### src/rtl/abro_state_machine_pkg.sv
// ABRO controller shared types: state width and the encoded state enum.
package abro_pkg;

    localparam int STATE_W = 3;

    // Encodings are exposed on the State debug port, so keep them fixed.
    typedef enum logic [STATE_W-1:0] {
        S_IDLE  = 3'd0,
        S_DONE  = 3'd1,
        S_GOT_A = 3'd2,
        S_GOT_B = 3'd3,
        S_HALT  = 3'd4
    } abro_state_t;

endpackage

### src/rtl/abro_state_machine.sv
// ABRO controller: waits for A and B (any order, or together), raises O,
// then stays quiet until reset. Optional macro ABRO_PULSE_EN turns O into
// a single-cycle pulse by parking the FSM in S_HALT after S_DONE.
module abro_state_machine
    import abro_pkg::*;
#(
    parameter int STATE_W = abro_pkg::STATE_W
) (
    input  logic               clk,
    input  logic               reset,
    input  logic               A,
    input  logic               B,
    output logic               O,
    output logic [STATE_W-1:0] State
);

    // The encoding is fixed; reject any other width when elaborating.
    if (STATE_W != 3) begin : g_bad_width
        $error("abro_state_machine: STATE_W must be 3");
    end

    abro_state_t state_q, state_d;
    logic        o_q;

    // Next-state decode; codes 5-7 fall into the default and recover to idle.
    always_comb begin
        state_d = S_IDLE;
        case (state_q)
            S_IDLE: begin
                if (A && B)  state_d = S_DONE;
                else if (A)  state_d = S_GOT_A;
                else if (B)  state_d = S_GOT_B;
                else         state_d = S_IDLE;
            end
            S_GOT_A: state_d = B ? S_DONE : S_GOT_A;
            S_GOT_B: state_d = A ? S_DONE : S_GOT_B;
`ifdef ABRO_PULSE_EN
            S_DONE:  state_d = S_HALT;
`else
            S_DONE:  state_d = S_DONE;
`endif
            S_HALT:  state_d = S_HALT;
            default: state_d = S_IDLE;
        endcase
    end

    // State and O registered together so O moves on the same edge as State.
    always_ff @(posedge clk or negedge reset) begin
        if (!reset) begin
            state_q <= S_IDLE;
            o_q     <= 1'b0;
        end else begin
            state_q <= state_d;
            o_q     <= (state_d == S_DONE);
        end
    end

    assign O     = o_q;
    assign State = state_q;

endmodule

### config.mk
export PLATFORM = sky130hd
export DESIGN_NAME = abro_state_machine
export DESIGN_NICKNAME = d
export VERILOG_FILES = /design/src/rtl/abro_state_machine_pkg.sv /design/src/rtl/abro_state_machine.sv
export SDC_FILE = /design/constraint.sdc
export NUM_CORES = 1
export LEC_CHECK = 0
export ABC_AREA = 1
export CAP_MARGIN = 10
export CORE_AREA = 2 2 39 41
export CTS_BUF_LIST = sky130_fd_sc_hd__clkbuf_4 sky130_fd_sc_hd__clkbuf_8
export DETAILED_ROUTE_END_ITERATION = 10
export DIE_AREA = 0 0 41 43
export PLACE_DENSITY = 0.43
export RECOVER_POWER = 25
export REMOVE_ABC_BUFFERS = 1
export SYNTH_ARGS = -nofsm -noshare
export SYNTH_HDL_FRONTEND = slang
export SYNTH_SLANG_ARGS = --single-unit
### constraint.sdc
create_clock -name clk -period 1.6 [get_ports clk]
set_input_delay 0.32 -clock clk [delete_from_list [all_inputs] [get_ports clk]]
set_output_delay 0.32 -clock clk [all_outputs]
set_load 0.01 [all_outputs]
Word-level counts from Yosys, hierarchy flattened
Cells that the tools add are included.
Word-level totals
  flip-flop bits (word level): 4
  output and inout bits: 4
  input port bits: 4
  word-level logic and storage cells: 15
Cells by class
  equal/unequal tests: 5
  reductions and logical operators: 2
  multiplexer cells: 6
Operators by type and width (count)
  3-bit case mux with 5 select lines: 1
  2-bit two-way mux: 5
  3-bit by 1-bit equality test with 1-bit output, second input constant: 2
  3-bit by 2-bit equality test with 1-bit output, second input constant: 2
  3-bit equality test, second input constant: 1
  3-bit logical NOT: 1
  1-bit logical AND: 1

Longest topological paths before layout
Gate-level depths: netlist of run 1.
  depth in word-level cells: 5
  mapped depth: 6
  depth with buffers taken out: 6

Worst setup path after synthesis of run 1
Ideal clock, no wire load.
  kind: input -> register
  start point: input A
  end point: register o_q (netlist: O)
  arrival: 844 ps
  buffers on the path: 0
  data required time: 1483 ps
  setup time: 117 ps
  stages: 4
  path slack: 639 ps
  cells stage by stage: inv_1 -> ha_1 -> o21ai_2 -> nor2_2
On the way
  cells in the longest elaborated chain, start to end: 4
  elaborated cells on any way between the ends: 6
  those cells by class: eq/ne: 1; mux: 4; reduce/logical: 1
RTL lines
  start, declared: line abro_state_machine.sv:11  | input logic A,
  2-bit two-way mux or 1-bit logical AND (tied branches): line abro_state_machine.sv:31, abro_state_machine.sv:30
  2-bit two-way mux: line abro_state_machine.sv:30  | if (A && B) state_d = S_DONE;
  3-bit case mux with 5 select lines *: line abro_state_machine.sv:28  | case (state_q)
  3-bit by 1-bit equality test with 1-bit output *: line abro_state_machine.sv:54  | o_q <= (state_d == S_DONE);
  end signal, assigned: line abro_state_machine.sv:54
  end, declared: line abro_state_machine.sv:23  | logic o_q;
Mark *: on every way between the ends. The rest lies on a longest branch, timed or not.

Final worst setup path of run 1
  start point: register state_q[0] (netlist: State[0])
  end point: output State[0]
RTL lines
  start, declared: line abro_state_machine.sv:22  | abro_state_t state_q, state_d;
  start signal, assigned: line abro_state_machine.sv:53  | state_q <= state_d;
  end, declared: line abro_state_machine.sv:14  | output logic [STATE_W-1:0] State
No word-level cell between the ends.

==> flow_summary.html, run 1 <==
<table>
<tr><th>Metric</th><th>Value</th></tr>
<tr><th colspan="2">Die</th></tr>
<tr><td>Floorplan die area</td><td>1760 um2</td></tr>
<tr><td>Initial core utilization</td><td>16.5%</td></tr>
<tr><td>Standard-cell rows</td><td>14</td></tr>
<tr><td>Die width</td><td>41 um</td></tr>
<tr><td>Number of I/O pins</td><td>8</td></tr>
<tr><td>Y dimension of the die</td><td>43 um</td></tr>
<tr><td>Standard cell core area</td><td>1380 um2</td></tr>
<tr><th colspan="2">Global route</th></tr>
<tr><td>Global routing usage on met3</td><td>2.09%</td></tr>
<tr><td>Global-route wire length before repair</td><td>759 um</td></tr>
<tr><td>Global Route met2 Usage</td><td>9.06%</td></tr>
<tr><td>Routing layer with the top usage in global route</td><td>met2</td></tr>
<tr><td>Total track usage</td><td>6.83%</td></tr>
<tr><td>GRT Residual Overflow</td><td>0</td></tr>
<tr><td>Antenna violations before repair</td><td>0</td></tr>
<tr><td>Fraction of met1 tracks used by global routing</td><td>7.42%</td></tr>
<tr><td>Pin count of the biggest net entering global routing</td><td>8</td></tr>
<tr><td>Via count of the first global-routing pass</td><td>206</td></tr>
<tr><th colspan="2">Placement</th></tr>
<tr><td>Setup slack at placement</td><td>0.0716 ns</td></tr>
<tr><td>HPWL after DPL</td><td>361 um</td></tr>
<tr><td>Port Buffers</td><td>7</td></tr>
<tr><td>Routability cong.</td><td>0.766</td></tr>
<tr><th colspan="2">Critical path</th></tr>
<tr><td>CP required</td><td>1.28 ns</td></tr>
<tr><td>End of the worst register-to-register path</td><td>State[0]</td></tr>
<tr><td>Maximum fanout count along the critical path</td><td>5</td></tr>
<tr><td>Endpoint kind of the worst setup timing path</td><td>output port</td></tr>
<tr><td>Launch point of the worst path</td><td>State[0]</td></tr>
<tr><td>CP max stage delay</td><td>0.57 ns</td></tr>
<tr><td>Critical R2R Launch</td><td>State[0]</td></tr>
<tr><td>Worst setup path class</td><td>reg2out</td></tr>
<tr><td>Critical path cell sequence</td><td>clkdlybuf4s50_1</td></tr>
<tr><td>Depth of the worst register-to-register path</td><td>4</td></tr>
<tr><td>Critical path launch point type</td><td>flip-flop</td></tr>
<tr><td>Count of cell instances traversed by the critical path</td><td>1</td></tr>
<tr><td>Minimum setup slack among reg-to-reg paths</td><td>0.71 ns</td></tr>
<tr><td>Data arrival, critical path</td><td>1.23 ns</td></tr>
<tr><td>CP Buf/Inv Count</td><td>1</td></tr>
<tr><td>CP Capture Point</td><td>State[0]</td></tr>
<tr><td>Cell with the largest stage delay on the worst path</td><td>clkdlybuf4s50_1</td></tr>
<tr><td>Largest delay share family, worst path</td><td>buffers and inverters</td></tr>
<tr><th colspan="2">Detailed routing</th></tr>
<tr><td>Vias</td><td>210</td></tr>
<tr><td>Routed len/inst</td><td>8.33 um</td></tr>
<tr><td>Drt pass-1 iters</td><td>4</td></tr>
<tr><td># DRC</td><td>0</td></tr>
<tr><td>1st-iter DRT viols</td><td>6</td></tr>
<tr><td>Wire length reported by the detailed router</td><td>433 um</td></tr>
<tr><td>Final ANT Viol Nets</td><td>0</td></tr>
<tr><td>Vias/cell</td><td>4.04</td></tr>
<tr><th colspan="2">Synth</th></tr>
<tr><td>Post-synth ARST share</td><td>100%</td></tr>
<tr><td>Number of synthesized register bits</td><td>4</td></tr>
<tr><td>Arithmetic-cell share of the synthesized area counting full adders, half adders and majority gates</td><td>10.9%</td></tr>
<tr><td>YS warnings</td><td>0</td></tr>
<tr><td>Fraction of synthesized area in multiplexers</td><td>0%</td></tr>
<tr><td>Share of the synthesized area in the top cell type</td><td>43.7%</td></tr>
<tr><td>Cell with the most instances after synthesis</td><td>inv_1</td></tr>
<tr><td>Dominant cell type by area after synthesis</td><td>dfrtp_1</td></tr>
<tr><td>Post-synthesis cell area</td><td>229 um2</td></tr>
<tr><td>Simple-gate area share of the yosys netlist</td><td>31.7%</td></tr>
<tr><td>Leading cell types by total area after synthesis</td><td>dfrtp_1 (44%), ha_1 (11%), inv_1 (8.2%)</td></tr>
<tr><td>Mean instance size in the synthesized netlist</td><td>8.81 um2</td></tr>
<tr><td>Most common library cells after synthesis</td><td>inv_1 (5), dfrtp_1 (4), nand3_1 (3), nor2_1 (3)</td></tr>
<tr><td>Fraction of the mapped netlist area in compound gates</td><td>3.83%</td></tr>
<tr><td>Number of distinct library cell variants in the gate-level netlist after synthesis</td><td>13</td></tr>
<tr><td>Fraction of synthesized cell area in xor and xnor cells</td><td>0%</td></tr>
<tr><td>Cells after Synth</td><td>26</td></tr>
<tr><td>Primary FF master, synth</td><td>dfrtp_1</td></tr>
<tr><td>Combinational family with the most area after synthesis</td><td>simple AND/OR/NAND/NOR gates</td></tr>
<tr><td>Sequential share of the synthesized area</td><td>43.7%</td></tr>
<tr><td>Number of flops mapped to enable cells by yosys</td><td>0</td></tr>
<tr><th colspan="2">Clocking</th></tr>
<tr><td>CTS tree</td><td>yes</td></tr>
<tr><td>Clock root buffer master</td><td>clkbuf_4</td></tr>
<tr><td>H-Tree Level Count</td><td>1</td></tr>
<tr><td>Number of buffers inserted by hold repair at cts</td><td>0</td></tr>
<tr><td>Number of buffers created by CTS</td><td>3</td></tr>
<tr><td>Clk buf depth</td><td>2</td></tr>
<tr><td>Number of clock sinks</td><td>4</td></tr>
<tr><td>Clock-pin transition on the worst setup and hold timing paths</td><td>0.04 ns</td></tr>
<tr><td>Clock insertion delay at the later pin of the skew report</td><td>0.23 ns</td></tr>
<tr><th colspan="2">Power and ir drop</th></tr>
<tr><td>Power per cell area</td><td>694 nW/um2</td></tr>
<tr><td>Leak Pwr</td><td>0.154 nW</td></tr>
<tr><td>Worst-case vdd ir drop</td><td>140 uV</td></tr>
<tr><th colspan="2">Timing</th></tr>
<tr><td>Final setup violation count</td><td>0</td></tr>
<tr><td>Max-Slew Margin vs Limit</td><td>86.7%</td></tr>
<tr><td>Worst slew pin tran</td><td>0.199 ns</td></tr>
<tr><td>Share of the cycle needed by the critical path after routing</td><td>96.9%</td></tr>
<tr><td>Fin. max-slew vios</td><td>0</td></tr>
<tr><td>Final Hold Vio Count</td><td>0</td></tr>
<tr><td>Achievable frequency</td><td>645 MHz</td></tr>
<tr><td>Final worst path period need</td><td>1.55 ns</td></tr>
<tr><td>Accumulated negative setup slack</td><td>0 ns</td></tr>
<tr><td>Clock skew after layout</td><td>0.00233 ns</td></tr>
<tr><td>Min setup slack post-route</td><td>0.0501 ns</td></tr>
<tr><td>RSZ-0062 raised after global routing</td><td>false</td></tr>
<tr><th colspan="2">Layout</th></tr>
<tr><td>Final Net Count</td><td>44</td></tr>
<tr><td>Number of antenna diodes</td><td>0</td></tr>
<tr><td>Layout Area Growth over Synthesis</td><td>49.7%</td></tr>
<tr><td>Share of the core filled with cells</td><td>24.8%</td></tr>
<tr><td>Fraction of final layout cells with drive strength greater than 1</td><td>25.0%</td></tr>
<tr><th colspan="2">Flow run</th></tr>
<tr><td>Max-cap violations</td><td>0</td></tr>
<tr><th colspan="2">Status</th></tr>
<tr><td>Outcome</td><td>completed</td></tr>
<tr><th colspan="2">Worst hold path</th></tr>
<tr><td>Class of the worst hold path</td><td>in2async</td></tr>
</table>
[through the flow]
step	power, mW	hold slack [ns]	instance area (um2)	instances
after detailed placement	0.121	0.531	319	49
after floorplan	0.110	0.0244	229	26
after global placement	0.120	0.527	319	49
final	0.238	0.361	343	52
after CTS	0.245	0.288	342	52
after global routing	0.261	0.362	343	52
[worst min-delay path by stage]
| stage | from | to | slack, ns | cells after the start |
|---|---|---|---|---|
| final | reset | State[2] | 0.36 | 1 |
| after global routing | reset | State[2] | 0.36 | 1 |
| after CTS | reset | State[2] | 0.29 | 1 |
| after detailed placement | reset | State[1] | 0.53 | 1 |
| after global placement | reset | State[2] | 0.53 | 1 |
| after floorplan | reset | O | 0.02 | 0 |
[per-layer routing]
metal	vias up	share of wire, %
li1	105	-
met1	96	41
met2	9	49
met3	0	9.9
met4	0	0
met5	-	0
[placed cells by master, fill, tap and decap left out, drive strengths merged]
cell type      netlist  routed
ha                   2       2
nor2                 4       4
nand3                4       4
dfrtp                4       4
nand2                2       2
inv                  6       6
o21ai                1       1
dlygate4sd3          0       1
nand4                2       2
clkbuf               0       3
nand3b               1       1
clkdlybuf4s50        0       6
[what timing repair did]
| action | 4_1_cts | 5_1_grt |
|---|---|---|
| endpoints found under the setup margin | 0 | 1 |
| resized for setup | 0 | 1 |
| buffers inserted | 0 | 0 |
[flip-flops by register name, summed over array words and instances, names as in the netlist]
register,flops
State,3
O,1
[report_power, final]
part	internal [mW]	switching, mW
sequential	0.102	0.00000000173
combinational	0.00950	0.00807
clock	0.0835	0.0352
[cell type report]
class | instances | area (um2)
Fill cell | 150 | 1040
Inverter | 6 | 22.5
Timing Repair Buffer | 7 | 70.1
Sequential cell | 4 | 101
Multi-Input combinational cell | 16 | 106
Tap cell | 16 | 20.0
Clock buffer | 3 | 22.5
[kinds of logic after synthesis]
kind of cell | count (synthesis)
AO/OA/AOI/OAI | 1
adder cells (fa/ha/maj) | 2
buffers and inverters | 6
flip-flops | 4
AND/OR/NAND/NOR | 13
No activity file was read; power rests on OpenSTA's default activity.
==> run 2: changes to the inputs <==
--- a/config.mk
+++ b/config.mk
@@ -5,13 +5,12 @@
 export SDC_FILE = /design/constraint.sdc
 export NUM_CORES = 1
 export LEC_CHECK = 0
-export ABC_AREA = 1
 export CAP_MARGIN = 10
 export CORE_AREA = 2 2 39 41
 export CTS_BUF_LIST = sky130_fd_sc_hd__clkbuf_4 sky130_fd_sc_hd__clkbuf_8
 export DETAILED_ROUTE_END_ITERATION = 10
 export DIE_AREA = 0 0 41 43
-export PLACE_DENSITY = 0.43
+export PLACE_DENSITY = 0.41
 export RECOVER_POWER = 25
 export REMOVE_ABC_BUFFERS = 1
 export SYNTH_ARGS = -nofsm -noshare
==> flow_summary.html, run 2 <==
<table>
<tr><th>Metric</th><th>Value</th></tr>
<tr><th colspan="2">Detailed routing</th></tr>
<tr><td>Vias/cell</td><td>4.18 (+3.6%)</td></tr>
<tr><td># DRC</td><td>0 (unchanged)</td></tr>
<tr><td>Drt pass-1 iters</td><td>2 (-2)</td></tr>
<tr><td>Wire length reported by the detailed router</td><td>510 um (+18%)</td></tr>
<tr><td>Routed len/inst</td><td>10.4 um (+25%)</td></tr>
<tr><td>1st-iter DRT viols</td><td>1 (-5)</td></tr>
<tr><td>Final ANT Viol Nets</td><td>0 (unchanged)</td></tr>
<tr><td>Vias</td><td>205 (-2.4%)</td></tr>
<tr><th colspan="2">Power and ir drop</th></tr>
<tr><td>Leak Pwr</td><td>0.145 nW (-5.8%)</td></tr>
<tr><td>Worst-case vdd ir drop</td><td>121 uV (-13%)</td></tr>
<tr><td>Total power</td><td>0.259 mW (+8.7%)</td></tr>
<tr><td>Power per cell area</td><td>718 nW/um2 (+3.4%)</td></tr>
<tr><th colspan="2">Critical path</th></tr>
<tr><td>Largest delay share family, worst path</td><td>buffers and inverters</td></tr>
<tr><td>End of the worst register-to-register path</td><td>State[1]</td></tr>
<tr><td>Critical R2R Launch</td><td>State[1]</td></tr>
<tr><td>Maximum fanout count along the critical path</td><td>5 (unchanged)</td></tr>
<tr><td>CP max stage delay</td><td>0.56 ns (about the same)</td></tr>
<tr><td>Minimum setup slack among reg-to-reg paths</td><td>0.46 ns (-0.25 ns)</td></tr>
<tr><td>CP required</td><td>1.28 ns (about the same)</td></tr>
<tr><td>Cell with the largest stage delay on the worst path</td><td>clkdlybuf4s50_1</td></tr>
<tr><td>Data arrival, critical path</td><td>1.21 ns (-0.02 ns)</td></tr>
<tr><td>Worst setup path class</td><td>reg2out</td></tr>
<tr><td>Critical path launch point type</td><td>flip-flop</td></tr>
<tr><td>Critical path cell sequence</td><td>clkdlybuf4s50_1</td></tr>
<tr><td>CP Buf/Inv Count</td><td>1 (unchanged)</td></tr>
<tr><td>Depth of the worst register-to-register path</td><td>4 (unchanged)</td></tr>
<tr><td>Endpoint kind of the worst setup timing path</td><td>output port</td></tr>
<tr><th colspan="2">Clocking</th></tr>
<tr><td>Number of buffers inserted by hold repair at cts</td><td>0 (unchanged)</td></tr>
<tr><td>H-Tree Level Count</td><td>1 (unchanged)</td></tr>
<tr><td>Number of clock sinks</td><td>4 (unchanged)</td></tr>
<tr><td>Clock-pin transition on the worst setup and hold timing paths</td><td>0.04 ns (about the same)</td></tr>
<tr><td>Clock insertion delay at the later pin of the skew report</td><td>0.24 ns (about the same)</td></tr>
<tr><td>Number of buffers added for setup after CTS</td><td>0 (unchanged)</td></tr>
<tr><td>Clk buf depth</td><td>2 (unchanged)</td></tr>
<tr><td>Post_cts resized</td><td>0 (unchanged)</td></tr>
<tr><td>Clock root buffer master</td><td>clkbuf_4</td></tr>
<tr><td>CTS tree</td><td>yes</td></tr>
<tr><td>Number of buffers created by CTS</td><td>3 (unchanged)</td></tr>
<tr><th colspan="2">Synth</th></tr>
<tr><td>Arithmetic-cell share of the synthesized area counting full adders, half adders and majority gates</td><td>11.8% (+0.91 points)</td></tr>
<tr><td>Sequential share of the synthesized area</td><td>47.3% (+3.6 points)</td></tr>
<tr><td>Post-synthesis cell area</td><td>211 um2 (-7.7%)</td></tr>
<tr><td>Primary FF master, synth</td><td>dfrtp_1</td></tr>
<tr><td>Number of distinct library cell variants in the gate-level netlist after synthesis</td><td>13 (unchanged)</td></tr>
<tr><td>Combinational family with the most area after synthesis</td><td>simple AND/OR/NAND/NOR gates</td></tr>
<tr><td>Cell with the most instances after synthesis</td><td>dfrtp_1</td></tr>
<tr><td>Simple-gate area share of the yosys netlist</td><td>16.6% (-15 points)</td></tr>
<tr><td>Dominant cell type by area after synthesis</td><td>dfrtp_1</td></tr>
<tr><td>Number of synthesized register bits</td><td>4 (unchanged)</td></tr>
<tr><td>Share of the synthesized area in the top cell type</td><td>47.3% (+3.6 points)</td></tr>
<tr><td>Mean instance size in the synthesized netlist</td><td>10.6 um2 (+20%)</td></tr>
<tr><td>Cells after Synth</td><td>20 (-23%)</td></tr>
<tr><td>Fraction of synthesized cell area in xor and xnor cells</td><td>0% (unchanged)</td></tr>
<tr><td>Post-synth ARST share</td><td>100% (unchanged)</td></tr>
<tr><td>Fraction of synthesized area in multiplexers</td><td>7.10% (+7.1 points)</td></tr>
<tr><td>Most common library cells after synthesis</td><td>dfrtp_1 (4), ha_1 (2), inv_1 (2), nor2_1 (2), nor3_1 (2)</td></tr>
<tr><td>YS warnings</td><td>0 (unchanged)</td></tr>
<tr><td>Fraction of the mapped netlist area in compound gates</td><td>13.6% (+9.8 points)</td></tr>
<tr><td>Number of flops mapped to enable cells by yosys</td><td>0 (unchanged)</td></tr>
<tr><td>Leading cell types by total area after synthesis</td><td>dfrtp_1 (47%), ha_1 (12%), mux2_4 (7.1%)</td></tr>
<tr><th colspan="2">Timing</th></tr>
<tr><td>Clock skew after layout</td><td>0.00678 ns (+0.00445 ns)</td></tr>
<tr><td>Achievable frequency</td><td>653 MHz (+1.2%)</td></tr>
<tr><td>Share of the cycle needed by the critical path after routing</td><td>95.7% (-1.1 points)</td></tr>
<tr><td>Final worst hold slack</td><td>0.356 ns (-0.00519 ns)</td></tr>
<tr><td>RSZ-0062 raised after global routing</td><td>false</td></tr>
<tr><td>Min setup slack post-route</td><td>0.0683 ns (+0.0182 ns)</td></tr>
<tr><td>Worst slew pin tran</td><td>0.222 ns (+0.0233 ns)</td></tr>
<tr><td>Final Hold Vio Count</td><td>0 (unchanged)</td></tr>
<tr><td>Final setup violation count</td><td>0 (unchanged)</td></tr>
<tr><td>Final worst path period need</td><td>1.53 ns (-0.0182 ns)</td></tr>
<tr><td>Accumulated negative setup slack</td><td>0 ns (unchanged)</td></tr>
<tr><td>Max-Slew Margin vs Limit</td><td>85.0% (-1.7 points)</td></tr>
<tr><td>Fin. max-slew vios</td><td>0 (unchanged)</td></tr>
<tr><th colspan="2">Die</th></tr>
<tr><td>Y dimension of the die</td><td>43 um (unchanged)</td></tr>
<tr><td>Standard cell core area</td><td>1380 um2 (unchanged)</td></tr>
<tr><td>Floorplan die area</td><td>1760 um2 (unchanged)</td></tr>
<tr><td>Standard-cell rows</td><td>14 (unchanged)</td></tr>
<tr><td>Die width</td><td>41 um (unchanged)</td></tr>
<tr><td>Initial core utilization</td><td>15.3% (-1.3 points)</td></tr>
<tr><td>Number of I/O pins</td><td>8 (unchanged)</td></tr>
<tr><th colspan="2">Global route</th></tr>
<tr><td>GRT Residual Overflow</td><td>0 (unchanged)</td></tr>
<tr><td>Total track usage</td><td>7.62% (+0.79 points)</td></tr>
<tr><td>Via count of the first global-routing pass</td><td>215 (+4.4%)</td></tr>
<tr><td>Global-route wire length before repair</td><td>807 um (+6.3%)</td></tr>
<tr><td>Pin count of the biggest net entering global routing</td><td>8 (unchanged)</td></tr>
<tr><td>Antenna violations before repair</td><td>0 (unchanged)</td></tr>
<tr><th colspan="2">Placement</th></tr>
<tr><td>Setup slack at placement</td><td>-0.163 ns (-0.234 ns)</td></tr>
<tr><td>Port Buffers</td><td>7 (unchanged)</td></tr>
<tr><td>Routability cong.</td><td>0.594 (-22%)</td></tr>
<tr><th colspan="2">Layout</th></tr>
<tr><td>Layout Area Growth over Synthesis</td><td>70.4%</td></tr>
<tr><td>Max FFs per register</td><td>3 (unchanged)</td></tr>
<tr><td>Share of the core filled with cells</td><td>26.0% (+1.3 points)</td></tr>
<tr><td>Number of antenna diodes</td><td>0 (unchanged)</td></tr>
<tr><td>Fraction of final layout cells with drive strength greater than 1</td><td>27.3% (+2.3 points)</td></tr>
<tr><td>Leading cell type in the layout, fill and taps excluded</td><td>clkdlybuf4s50_1</td></tr>
<tr><td>Highest-count cells in the layout ignoring fill and taps</td><td>clkdlybuf4s50_1 (6), dfrtp_1 (3), clkbuf_4 (3), buf_4 (3)</td></tr>
<tr><td>Final Net Count</td><td>41 (-6.8%)</td></tr>
<tr><th colspan="2">Status</th></tr>
<tr><td>Outcome</td><td>completed</td></tr>
<tr><th colspan="2">Worst hold path</th></tr>
<tr><td>Class of the worst hold path</td><td>in2async</td></tr>
<tr><th colspan="2">Flow run</th></tr>
<tr><td>Max-cap violations</td><td>0 (unchanged)</td></tr>
</table>
==> run 2: changes by cell type in the layout (fill, tap and decap cells not counted), sizes merged, moves of 2 or more <==
cell	change
nor3	+2
inv	-4
nor2	-2
nand4	-2
nand3	-4
buf	+3
==> run 2: worst max-delay path by stage <==
stage / from / endpoint / slack [ns] / depth (start not counted)
finish: State[2] / State[2] / 0.07 / 1
global placement: A / State[1] / -0.13 / 6
CTS: State[0] / State[0] / 0.02 / 1
global route: State[2] / State[2] / 0.02 / 1
floorplan: A / State[1] / 0.40 / 5
detailed placement: A / State[1] / -0.16 / 6
==> run 2: area by class of cell <==
cell class	instances	area [um2]
clock buffer	3	22.5
fill	154	1020
inverter	2	7.51
multi-input combinational	14	116
sequential	4	101
tap	16	20.0
timing repair buffer	10	92.6
==> run 2: metal layers <==
| layer | global-route usage (%) | wire (um) | vias up |
|---|---|---|---|
| li1 | - | - | 98 |
| met1 | 6.41 | 182 | 95 |
| met2 | 11.9 | 265 | 10 |
| met3 | 1.57 | 44 | 2 |
| met4 | 10.0 | 18 | 0 |
| met5 | 0 | 0 | - |
==> run 2: logic make-up (layout without fill, tap and decap cells) <==
family / Yosys count / after routing
and+or+nand+nor: 7 / 7
AOI/OAI and AO/OA: 4 / 4
adders and majority gates: 2 / 2
muxes: 1 / 1
buffers and inverters: 2 / 15
DFF: 4 / 4
==> run 2: report_power, final <==
group          internal (mW)  switching [mW]
Sequential             0.102   0.00000000128
Combinational         0.0177          0.0117
Clock                 0.0840          0.0435
==> run 2: per-stage QoR <==
step	std cells	area, um2
floorplan	20	211
detailed placement	46	324
global placement	46	324
finish	49	360
CTS	49	347
global route	49	360
